$ cat src/rtl/alu_if_pkg.sv
`default_nettype none
// ============================================================================
//  Module   : alu_if_pkg
//  Purpose  : Opcode set, FSM state encoding and error byte shared by the
//             ALU <-> UART protocol driver.
//  Revision : 1.0 - initial release
// ============================================================================
package alu_if_pkg;

    localparam logic [5:0] c_OP_ADD = 6'b100000;
    localparam logic [5:0] c_OP_SUB = 6'b100010;
    localparam logic [5:0] c_OP_AND = 6'b100100;
    localparam logic [5:0] c_OP_OR  = 6'b100101;
    localparam logic [5:0] c_OP_XOR = 6'b100110;
    localparam logic [5:0] c_OP_NOR = 6'b100111;
    localparam logic [5:0] c_OP_SRA = 6'b000011;
    localparam logic [5:0] c_OP_SRL = 6'b000010;

    localparam logic [2:0] c_ST_WAIT_A  = 3'd0;
    localparam logic [2:0] c_ST_WAIT_B  = 3'd1;
    localparam logic [2:0] c_ST_WAIT_OP = 3'd2;
    localparam logic [2:0] c_ST_EXEC    = 3'd3;
    localparam logic [2:0] c_ST_SEND    = 3'd4;
    localparam logic [2:0] c_ST_WAIT_TX = 3'd5;

    // Byte returned instead of a result when the opcode byte is rejected
    localparam logic [7:0] c_ERR_CODE = 8'hFF;

endpackage
`default_nettype wire

$ cat src/rtl/alu_op_valid.sv
`default_nettype none
// ============================================================================
//  Module   : alu_op_valid
//  Purpose  : Combinational check that a received opcode byte names a
//             supported ALU operation. Only built with ALU_IF_OP_CHECK_EN.
//  Revision : 1.0 - initial release
// ============================================================================
`ifdef ALU_IF_OP_CHECK_EN
module alu_op_valid
    import alu_if_pkg::*;
#(
    parameter int NB_DATA = 8,
    parameter int NB_OP   = 6
)
(
    input  logic [NB_DATA-1:0] i_byte,
    output logic               o_valid
);

    logic [NB_OP-1:0] w_op;
    logic             w_upper_zero;
    logic             w_known;

    assign w_op         = i_byte[NB_OP-1:0];
    assign w_upper_zero = ((i_byte >> NB_OP) == '0);

    always_comb begin
        w_known = 1'b0;
        case (w_op)
            c_OP_ADD, c_OP_SUB, c_OP_AND, c_OP_OR,
            c_OP_XOR, c_OP_NOR, c_OP_SRA, c_OP_SRL: w_known = 1'b1;
            default:                                w_known = 1'b0;
        endcase
    end

    assign o_valid = w_upper_zero & w_known;

endmodule
`endif
`default_nettype wire

$ cat src/rtl/alu_uart_if.sv
`default_nettype none
// ============================================================================
//  Module   : alu_uart_if
//  Purpose  : Collects operand A, operand B and opcode from the UART receiver,
//             drives the combinational ALU, and ships the result to the UART
//             transmitter. Define ALU_IF_OP_CHECK_EN to reject bad opcodes.
//  Revision : 1.0 - initial release
// ============================================================================
module alu_uart_if
    import alu_if_pkg::*;
#(
    parameter int NB_DATA = 8,
    parameter int NB_OP   = 6
)
(
    input  logic               i_clk,
    input  logic               i_reset,
    input  logic [NB_DATA-1:0] i_rx_data,
    input  logic               i_rx_done,
    input  logic               i_tx_done,
    input  logic [NB_DATA-1:0] i_alu_result,
    output logic [NB_DATA-1:0] o_alu_data_A,
    output logic [NB_DATA-1:0] o_alu_data_B,
    output logic [NB_OP-1:0]   o_alu_op,
    output logic [NB_DATA-1:0] o_tx_data,
    output logic               o_tx_start,
    output logic               o_busy
);

    logic [2:0]         r_state;
    logic [2:0]         w_state_next;
    logic [NB_DATA-1:0] r_alu_data_a;
    logic [NB_DATA-1:0] r_alu_data_b;
    logic [NB_OP-1:0]   r_alu_op;
    logic [NB_DATA-1:0] r_tx_data;
    logic               w_op_accept;

`ifdef ALU_IF_OP_CHECK_EN
    logic r_op_err;

    alu_op_valid #(
        .NB_DATA (NB_DATA),
        .NB_OP   (NB_OP)
    ) u_alu_op_valid (
        .i_byte  (i_rx_data),
        .o_valid (w_op_accept)
    );
`else
    assign w_op_accept = 1'b1;
`endif

    always_comb begin
        w_state_next = r_state;
        case (r_state)
            c_ST_WAIT_A:  if (i_rx_done) w_state_next = c_ST_WAIT_B;
            c_ST_WAIT_B:  if (i_rx_done) w_state_next = c_ST_WAIT_OP;
            c_ST_WAIT_OP: if (i_rx_done) w_state_next = c_ST_EXEC;
            c_ST_EXEC:                   w_state_next = c_ST_SEND;
            c_ST_SEND:                   w_state_next = c_ST_WAIT_TX;
            c_ST_WAIT_TX: if (i_tx_done) w_state_next = c_ST_WAIT_A;
            default:                     w_state_next = c_ST_WAIT_A;
        endcase
    end

    // Operand registers are only written on their own capture state, so the
    // ALU inputs stay stable through EXEC and keep their value between frames.
    always_ff @(posedge i_clk) begin
        if (i_reset) begin
            r_state      <= c_ST_WAIT_A;
            r_alu_data_a <= '0;
            r_alu_data_b <= '0;
            r_alu_op     <= '0;
            r_tx_data    <= '0;
`ifdef ALU_IF_OP_CHECK_EN
            r_op_err     <= 1'b0;
`endif
        end else begin
            r_state <= w_state_next;
            if (r_state == c_ST_WAIT_A && i_rx_done) begin
                r_alu_data_a <= i_rx_data;
            end
            if (r_state == c_ST_WAIT_B && i_rx_done) begin
                r_alu_data_b <= i_rx_data;
            end
            if (r_state == c_ST_WAIT_OP && i_rx_done) begin
                if (w_op_accept) begin
                    r_alu_op <= i_rx_data[NB_OP-1:0];
                end
`ifdef ALU_IF_OP_CHECK_EN
                r_op_err <= ~w_op_accept;
`endif
            end
            if (r_state == c_ST_EXEC) begin
`ifdef ALU_IF_OP_CHECK_EN
                r_tx_data <= r_op_err ? NB_DATA'(c_ERR_CODE) : i_alu_result;
`else
                r_tx_data <= i_alu_result;
`endif
            end
        end
    end

    assign o_alu_data_A = r_alu_data_a;
    assign o_alu_data_B = r_alu_data_b;
    assign o_alu_op     = r_alu_op;
    assign o_tx_data    = r_tx_data;
    assign o_tx_start   = (r_state == c_ST_SEND);
    assign o_busy       = (r_state == c_ST_EXEC) || (r_state == c_ST_SEND) ||
                          (r_state == c_ST_WAIT_TX);

endmodule
`default_nettype wire

$ cat config.mk
export PLATFORM = sky130hd
export DESIGN_NAME = alu_uart_if
export DESIGN_NICKNAME = d
export VERILOG_FILES = /design/src/rtl/alu_if_pkg.sv /design/src/rtl/alu_op_valid.sv /design/src/rtl/alu_uart_if.sv
export SDC_FILE = /design/constraint.sdc
export NUM_CORES = 1
export LEC_CHECK = 0
export CORE_MARGIN = 2
export CORE_UTILIZATION = 38
export CTS_CLUSTER_SIZE = 30
export DETAILED_ROUTE_END_ITERATION = 8
export GPL_TIMING_DRIVEN = 0
export PLACE_DENSITY_LB_ADDON = 0.25
export SYNTH_ARGS = -nofsm -noshare
export SYNTH_HDL_FRONTEND = slang
export SYNTH_SLANG_ARGS = --single-unit
export TNS_END_PERCENT = 20
$ cat constraint.sdc
create_clock -name i_clk -period 1.5 [get_ports i_clk]
set_clock_uncertainty 0.2 [all_clocks]
set_input_delay 0.45 -clock i_clk [delete_from_list [all_inputs] [get_ports i_clk]]
set_output_delay 0.45 -clock i_clk [all_outputs]
set_load 0.02 [all_outputs]
==> impl_metrics.py <==
metrics = {
    "status": {
        "status": "complete, but fails checks",
        "failed_checks": "negative setup slack",
    },
    "critical_path": {
        "worst_path_most_repeated_cell": "buf_6",
        "critPathSlowestCell": "dfxtp_2",
        "crit_type": "reg -> out",
        "cp_num_cells": 4,
        "endpoint_kind": "primary output",
        "rr_worst_depth": 5,
        "cpPeakStageDelay_ps": 330,
        "start_kind": "flip-flop",
        "crit_fanout": 3,
        "cpLargestDelayFamily": "buffers and inverters",
        "cp.arrival_ps": 1090,
        "cp_cell_sequence": "buf_6, buf_6, nor2_4, buf_6",
        "path_buf_inv": 3,
        "worstPathRequired_ps": 850,
    },
    "logic_synthesis": {
        "syn_area_sq_mm": 0.00128,
        "yosysUniqueCellTypes": 23,
        "synth_compound_area_frac": 0.0574,
        "netlist_instances": 131,
        "synth_xor_area_frac": 0,
        "synth_seq_cells": 33,
        "synthAdderAreaFrac": 0,
        "synth_top_family_by_area": "simple AND/OR/NAND/NOR gates",
        "syn_nets": 151,
        "seq_area_frac_synth": 0.514,
        "synth_mux_area_frac": 0.179,
        "avgSynthCellArea_sq_um": 9.81,
        "ys_warn_count": 0,
        "synth-simple-area-share": 0.194,
    },
    "flow_run": {
        "maxCapViolations": 0,
    },
    "finish": {
        "fillers": 315,
        "drive_above_1_share": 0.414,
        "design_area_sq_mm": 0.00198,
        "antenna_cells": 0,
        "final_util": 0.604,
        "fin_nets": 217,
        "areaGrowthSynthToFinish_pct": 54.4,
    },
    "floorplan": {
        "core-area_sq_mm": 0.00328,
        "rows": 21,
        "pin_count": 52,
        "initial_utilization": 0.391,
        "dieWidth_microns": 62.2,
        "die-area_sq_mm": 0.00386,
        "chipHeight_microns": 62.2,
    },
    "placed_design": {
        "placed_cell_area_sq_mm": 0.00185,
        "io_buffer_count": 50,
        "globalplace.congestion": 0.732,
        "dp_hpwl_microns": 2230,
    },
    "cts": {
        "insertion_delay_ps": 320,
        "numCtsBuffers": 5,
        "clk_pin_slew_worst_paths_ps": 90,
        "cts_sinks": 33,
        "holdBufCountCts": 0,
        "clock-root-buffer": "clkbuf_4",
        "tritoncts": "done",
        "htree_num_levels": 2,
        "clockBufferDepth": 2,
    },
    "sta": {
        "finalHoldViolCount": 0,
        "period_needed_ps": 1740,
        "tns_ps": -2730,
        "rsz0062_at_grt": "yes",
        "drv_slew": 0,
        "worstMarginPinSlew_ps": 496,
        "fin_ws_ps": -239,
        "relSlewSlack": 0.669,
        "setup-violations-final": 24,
        "hold_ws_ps": 266,
        "fmax_mhz": 575,
        "finalCritPeriodShare": 1.16,
    },
    "global_route": {
        "grt_use_total": 0.173,
        "grt_pass1_vias": 1131,
        "antenna_found_initial": 0,
        "overflow": 0,
        "grt_first_pass_wirelength_microns": 5240,
        "grt_max_degree": 11,
    },
    "power_and_ir_drop": {
        "worst_ir_drop_vdd_mv": 0.574,
        "power_leakage_uw": 0.000886,
        "power_uw": 1780,
        "power-per-cell-area_mw_per_mm2": 898,
    },
    "detailed_routing": {
        "post_drt_wl_per_cell_microns": 13.6,
        "vias": 1176,
        "drtIter0Drc": 55,
        "wl_microns": 3320,
        "first_pass_iters": 4,
        "drc": 0,
        "detail-route-antenna-nets": 0,
        "routed_via_density": 4.82,
    },
    "worst_hold_path": {
        "min_path_cells": 2,
        "hold_path.class": "reg -> reg",
    },
}
[per-stage QoR]
stage / instances / setup slack, ps
final: 244 / -239
after floorplan: 131 / -54.9
after global placement: 227 / -638
after global routing: 244 / -275
after CTS: 242 / -361
after detailed placement: 227 / -677
[metal layers]
layer / GRT usage / vias up / wire length [microns]
met5: 0 / - / 0
met4: 0.0611 / 0 / 43
met3: 0.0453 / 7 / 160
met2: 0.323 / 29 / 1890
met1: 0.187 / 574 / 1230
li1: - / 566 / -
[power by group]
group	total (uW)	switching (uW)	internal, uW	leakage, uW
sequential	943	23.5	919	0.000278
combinational	390	186	204	0.000582
clock	450	263	187	0.0000265
[area by class of cell]
class,instances,area (sq um),share of cell area
flip-flops and latches,33,688,0.347
well taps,46,57.6,0.0290
clock buffers,8,48.8,0.0246
inverters,1,3.75,0.00189
multi-input cells,86,592,0.298
plain buffers,7,48.8,0.0246
repair buffers,63,546,0.275
[flip-flops by register name, summed over array words and instances (netlist names)]
name          count
o_alu_op          6
o_alu_data_B      8
o_tx_data         8
r_state           3
o_alu_data_A      8
[path summary, 6_finish.rpt]
kind | slack (ps) | end | from
max | -240 | o_tx_start | r_state[0]
min | 270 | o_alu_data_A[6] | o_alu_data_A[6]
max reg2reg | -170 | o_alu_data_A[3] | r_state[0]
min reg2reg | 270 | o_alu_data_A[6] | o_alu_data_A[6]
[kinds of logic (layout without fill, tap and decap cells)]
group,count (synthesis),count (layout)
AO/OA/AOI/OAI,13,13
buffers and inverters,12,79
flip-flops,33,33
multiplexers,23,23
AND/OR/NAND/NOR,50,50
[Yosys cell counts]
cell type  count  share of area
nand3b_1       1         0.0058
nor2_1        23          0.067
buf_2          3          0.012
nor3_1         1         0.0039
nor4bb_1       1         0.0078
mux2i_1       23           0.18
a21oi_1       10          0.039
a21o_1         1         0.0058
nand2_1       17          0.050
inv_1          1         0.0029
clkbuf_1       3         0.0088
dfxtp_1       33           0.51
or4b_4         1          0.011
nand2b_1       2         0.0097
buf_4          2          0.012
buf_1          1         0.0029
o31ai_1        1         0.0058
buf_6          2          0.018
nor3b_1        1         0.0058
a211o_1        1         0.0068
and4bb_2       1         0.0097
nor2b_1        1         0.0049
nor4b_4        1          0.018
[repair_timing]
item                                    in CTS  in global routing
cloned                                       0                  0
buffers inserted                             7                  6
pin swaps                                    3                  9
endpoints found under the setup margin      54                 56
gates resized for setup                    146                 54
[worst reg2reg max path: stages, from the launching register on]
cell,delay [ps]
dfxtp_2,330
buf_6,120
buf_12,120
or4b_4,580
nand2_1,120
a21oi_1,60
[layout by cell type, fill, tap and decap left out, types with 2 or more instances in the layout]
| cell type | instances |
|---|---|
| nor2_1 | 22 |
| mux2i_1 | 23 |
| clkbuf_4 | 5 |
| buf_4 | 38 |
| clkdlybuf4s50_1 | 17 |
| dfxtp_1 | 13 |
| buf_6 | 8 |
| nand2_2 | 2 |
| clkbuf_1 | 6 |
| dfxtp_2 | 19 |
| a21oi_1 | 9 |
| nand2_1 | 15 |
No activity file was read; power rests on OpenSTA's default activity.
==> patch 1, RTL diff (same settings) <==
Put a register stage on the outputs `o_tx_start` and `o_busy`, cleared by the reset. The values now appear one clock later. The other outputs are not delayed to match.
--- a/src/rtl/alu_uart_if.sv
+++ b/src/rtl/alu_uart_if.sv
@@ -104,9 +104,15 @@
     assign o_alu_data_B = r_alu_data_b;
     assign o_alu_op     = r_alu_op;
     assign o_tx_data    = r_tx_data;
-    assign o_tx_start   = (r_state == c_ST_SEND);
-    assign o_busy       = (r_state == c_ST_EXEC) || (r_state == c_ST_SEND) ||
-                          (r_state == c_ST_WAIT_TX);
+    always_ff @(posedge i_clk) begin
+        if (i_reset) begin
+            o_tx_start <= '0;
+            o_busy     <= '0;
+        end else begin
+            o_tx_start <= (r_state == c_ST_SEND);
+            o_busy     <= (r_state == c_ST_EXEC) || (r_state == c_ST_SEND) || (r_state == c_ST_WAIT_TX);
+        end
+    end
 
 endmodule
 `default_nettype wire
Behaviour: not the same (Yosys sat finds a counterexample within 4 cycles, from zero or initial values and one cycle with i_reset high).
==> patch 1 against the unedited design <==
The run still ends with setup timing left. Critical path depth rose by 2. Routed wire length fell by 2.7%. Utilization barely moved. Clock power rose by 5.6%. Final area rose by 2.3%. Worst hold slack got worse by 5.0 ps. Synthesized cell count rose by 3.8%. Worst setup slack improved by 200 ps. Power rose by 3.4%. Area after synthesis rose by 3.8%. Sequential cell count rose by 2. Critical path type is now flop to flop. Highest routed layer unchanged.
==> patch 1: results (changes against the unedited design) <==
[outcome]
status = complete, but fails checks
violations = setup timing

[logic_synthesis]
ys_top_cells_by_area = dfxtp_1 53%, mux2i_1 17%, nor2_1 6.5%
syn_inst = 136  ; +3.8%
synth.distinct_cells = 22  ; -4.3%
synth_common_cells = 35 x dfxtp_1, 23 x mux2i_1, 23 x nor2_1, 18 x nand2_1, 11 x a21oi_1

[sta]
setup_violations = 15  ; -38%
relSlewSlack = 0.642  ; -0.0278
setup_slack_ps = -42.8  ; +197 ps
fin_tns_setup_ps = -173  ; +2560 ps

[pwr]
power_leakage_nw = 0.885  ; -0.13%
ir_drop_v = 0.000700  ; +22%
p_sw_frac = 0.269  ; +0.00334

[global_route]
grt_use_total = 0.170  ; -0.00294

[worst_setup_path]
r2r-end = o_alu_data_A[7]$_SDFFE_PP0P_
cp_max_fo = 6  ; +3
r2r_cells = 6  ; +1
arrival_ps = 1600  ; +510 ps

[clocking]
cts.clk_slew.worst_paths_ps = 110  ; +20 ps

[placement]
place.gp.congestion = 0.719  ; -1.8%
placed_cells = 232  ; +2.2%
pre_cts_ws_ps = -725  ; -48.5 ps

[layout]
final_nets = 218  ; +0.46%

[drt]
wire_per_inst_um = 13.2  ; -3.1%
drt_wl_total_um = 3230  ; -2.7%

[min_path]
min_from = o_alu_data_A[5]$_SDFFE_PP0P_
holdPathEnd = o_alu_data_A[5]$_SDFFE_PP0P_

patch 1: cell types whose count changed after synthesis:
cell,delta
a211o_1,-1
a21o_1,-1
a21oi_1,+1
dfxtp_1,+2
nand2_1,+1
nand2b_1,-1
nor2b_1,+2
nor3_1,+1
o21ai_0,+1
patch 1: kinds of logic (layout without fill, tap and decap cells):
group / after synthesis / after routing / synth area share
DFF: 35 / 35 / 0.525
and+or+nand+nor: 53 / 53 / 0.198
buffers and inverters: 12 / 75 / 0.0535
AOI/OAI and AO/OA: 13 / 13 / 0.0507
muxes: 23 / 23 / 0.173
patch 1: repair_timing:
item	CTS	global route
setup endpoints to repair	62	60
hold buffers	0	0
pin swaps	1	5
setup buffers	0	8
resized for setup	150	71
patch 1: tightest hold or removal path: stages, from the launching register on:
cell	delay (ps)
dfxtp_2	330
nand2_1	50
a21oi_1	50
patch 1: per-layer routing:
layer	up-vias	GRT usage	routed length, µm
li1	577	-	-
met1	526	0.197	1270
met2	31	0.289	1690
met3	6	0.0679	220
met4	0	0.0489	38
met5	-	0	0
patch 1: through the flow:
stage | hold slack (ps) | power, mW
CTS | 260 | 1.80
global placement | 247 | 1.35
global route | 276 | 1.94
floorplan | 329 | 1.20
finish | 260 | 1.84
detailed placement | 249 | 1.36
patch 1: worst max path at each step:
stage | from | endpoint | depth (start not counted)
global route | r_state[2]$_SDFFE_PP0P_ | o_alu_data_B[2]$_SDFFE_PP0P_ | 5
global placement | i_rx_done | o_alu_data_B[5]$_SDFFE_PP0P_ | 5
detailed placement | i_rx_done | o_alu_data_B[2]$_SDFFE_PP0P_ | 5
finish | r_state[2]$_SDFFE_PP0P_ | o_alu_data_A[7]$_SDFFE_PP0P_ | 6
floorplan | r_state[0]$_SDFFE_PP0P_ | o_alu_data_A[2]$_SDFFE_PP0P_ | 5
CTS | r_state[0]$_SDFFE_PP0P_ | o_alu_data_A[7]$_SDFFE_PP0P_ | 5
patch 1: power groups by stage:
stage	clock network, mW	registers, mW	logic [mW]
after floorplan	0	1.05	0.147
after global placement	0	1.01	0.339
after detailed placement	0	1.01	0.348
after CTS	0.488	0.997	0.319
after global routing	0.540	1.02	0.384
final	0.475	1.01	0.358
patch 1: cell type report:
type / instances / area (µm²)
Fill cell: 322 / 1330
Sequential cell: 35 / 743
Multi-Input combinational cell: 89 / 602
Timing Repair Buffer: 58 / 514
Buffer: 8 / 60.1
Tap cell: 46 / 57.6
Clock buffer: 7 / 45.0
Clock inverter: 1 / 5.00
Inverter: 1 / 3.75
==> patch 2, RTL diff (config.mk and constraints unchanged) <==
Made on the original files. Add a define of `ALU_IF_OP_CHECK_EN`.
--- a/src/rtl/alu_op_valid.sv
+++ b/src/rtl/alu_op_valid.sv
@@ -5,6 +5,8 @@
 //             supported ALU operation. Only built with ALU_IF_OP_CHECK_EN.
 //  Revision : 1.0 - initial release
 // ============================================================================
+`define ALU_IF_OP_CHECK_EN
+
 `ifdef ALU_IF_OP_CHECK_EN
 module alu_op_valid
     import alu_if_pkg::*;
Check against the original RTL: not equivalent (a bounded check fails within 4 cycles, from zero or initial values and one cycle with i_reset high).
==> patch 2 against the unedited design <==
The run still ends with setup timing left. Worst setup slack got worse by 19 ps. Worst hold slack improved by 0.82 ps. Via count increased by 6.5%. Synthesized cell count increased by 9.9%. Power up 1.2%. Sequential cell count is 1 higher. Routed wire length up 4.3%. Highest routed layer unchanged. Register-to-register slack worse by 60 ps. Area after synthesis up 0.97%. First-iteration DRC count is 31% lower. Final area is 8.6% higher. Combinational power fell by 7.9%.
==> patch 2: results (changes against the unedited design) <==
[placement]
hpwl_um = 2330  ; +4.8%
place.gp.congestion = 0.728  ; -0.53%
portBuffers = 51  ; +2.0%

[worst_setup_path]
arrival_ps = 1110  ; +20 ps
timing.rr.start = r_state[2]$_SDFFE_PP0P_
r2r-end = o_alu_data_A[4]$_SDFFE_PP0P_
r2r_setup_slack_ps = -230  ; -60 ps
critPathCapture = o_busy
cp_max_fo = 8  ; +5
path_delay_family = flip-flops
r2r_cells = 6  ; +1

[logic_synthesis]
ys_warn_count = 0  ; unchanged
ys_top_cells_by_area = dfxtp_1 52%, mux2i_1 9.3%, nor2_1 9.3%
async_reset_ff_frac = 0  ; unchanged
synth-seq-area-share = 0.525  ; +0.0105
synth_common_cells = 34 x dfxtp_1, 32 x nor2_1, 18 x nand2_1, 12 x mux2i_1, 10 x a21oi_1

[layout]
final_nets = 235  ; +8.3%
drive_gt1_frac = 0.495  ; +0.0812

[outcome]
status = complete, but fails checks
violations = setup timing

[drt]
vias = 1252  ; +6.5%
wire_per_inst_um = 13.3  ; -2.1%

[sta]
relSlewSlack = 0.710  ; +0.0402
setup_slack_ps = -258  ; -18.8 ps
setup_violations = 25  ; +4.2%
fin_tns_setup_ps = -4030  ; -1300 ps

[global_route]
grt_use_total = 0.180  ; +0.00714
grt_pass1_wl_um = 5490  ; +4.7%
first_global_vias = 1169  ; +3.4%
grt-ovfl-total = 0  ; unchanged

[clocking]
htree_levels = 2  ; unchanged

[pwr]
power_leakage_nw = 0.946  ; +6.7%
ir_drop_v = 0.000526  ; -8.3%

[min_path]
min_from = o_alu_op[3]$_SDFFE_PP0P_
holdPathEnd = o_alu_op[3]$_SDFFE_PP0P_

## patch 2: area by class of cell
type / instances / area, µm²
buffer: 9 / 70.1
clock buffer: 6 / 51.3
fill: 293 / 1150
multi-input combinational: 101 / 716
sequential: 34 / 718
tap: 46 / 57.6
timing repair buffer: 64 / 543
## patch 2: worst register-to-register path, stage by stage (launching register included)
cell	delay (ps)
dfxtp_2	330
buf_6	130
or3b_4	420
or2_1	240
buf_6	150
nand2_1	70
a21oi_1	60
## patch 2: where the power goes
group	switching [mW]	total [mW]	internal (mW)
combinational	0.182	0.359	0.177
sequential	0.0256	0.965	0.940
clock	0.268	0.479	0.211
total	0.476	1.80	1.33
## patch 2: logic make-up (layout without fill, tap and decap cells)
kind of cell	count (synthesis)	after routing	synth area share
AOI/OAI and AO/OA	23	23	0.118
buffers and inverters	9	79	0.0309
DFF	34	34	0.525
muxes	12	12	0.0926
and+or+nand+nor	66	66	0.234
## patch 2: routing by layer
layer | wire length [µm] | track usage | vias to the layer above
met1 | 1450 | 0.203 | 587
met2 | 1770 | 0.308 | 30
met3 | 162 | 0.0523 | 7
li1 | - | - | 628
met4 | 72 | 0.0917 | 0
met5 | 0 | 0 | -
## patch 2: stage by stage
stage | total power [mW] | std cells | hold slack [ps] | area [µm²] | setup WS (ps)
CTS | 1.75 | 252 | 260 | 1910 | -276
global placement | 1.27 | 241 | 243 | 1880 | -766
global route | 1.89 | 260 | 291 | 2160 | -311
floorplan | 1.13 | 144 | 323 | 1320 | -134
finish | 1.80 | 260 | 266 | 2160 | -258
detailed placement | 1.28 | 241 | 250 | 1880 | -784
## patch 2: timing repair
item                                    in CTS  in global routing
buffers inserted                             5                  8
endpoints found under the setup margin      65                 64
gates resized for setup                    171                 72
pin swaps                                    4                 13
endpoints found under the hold margin        0                  0
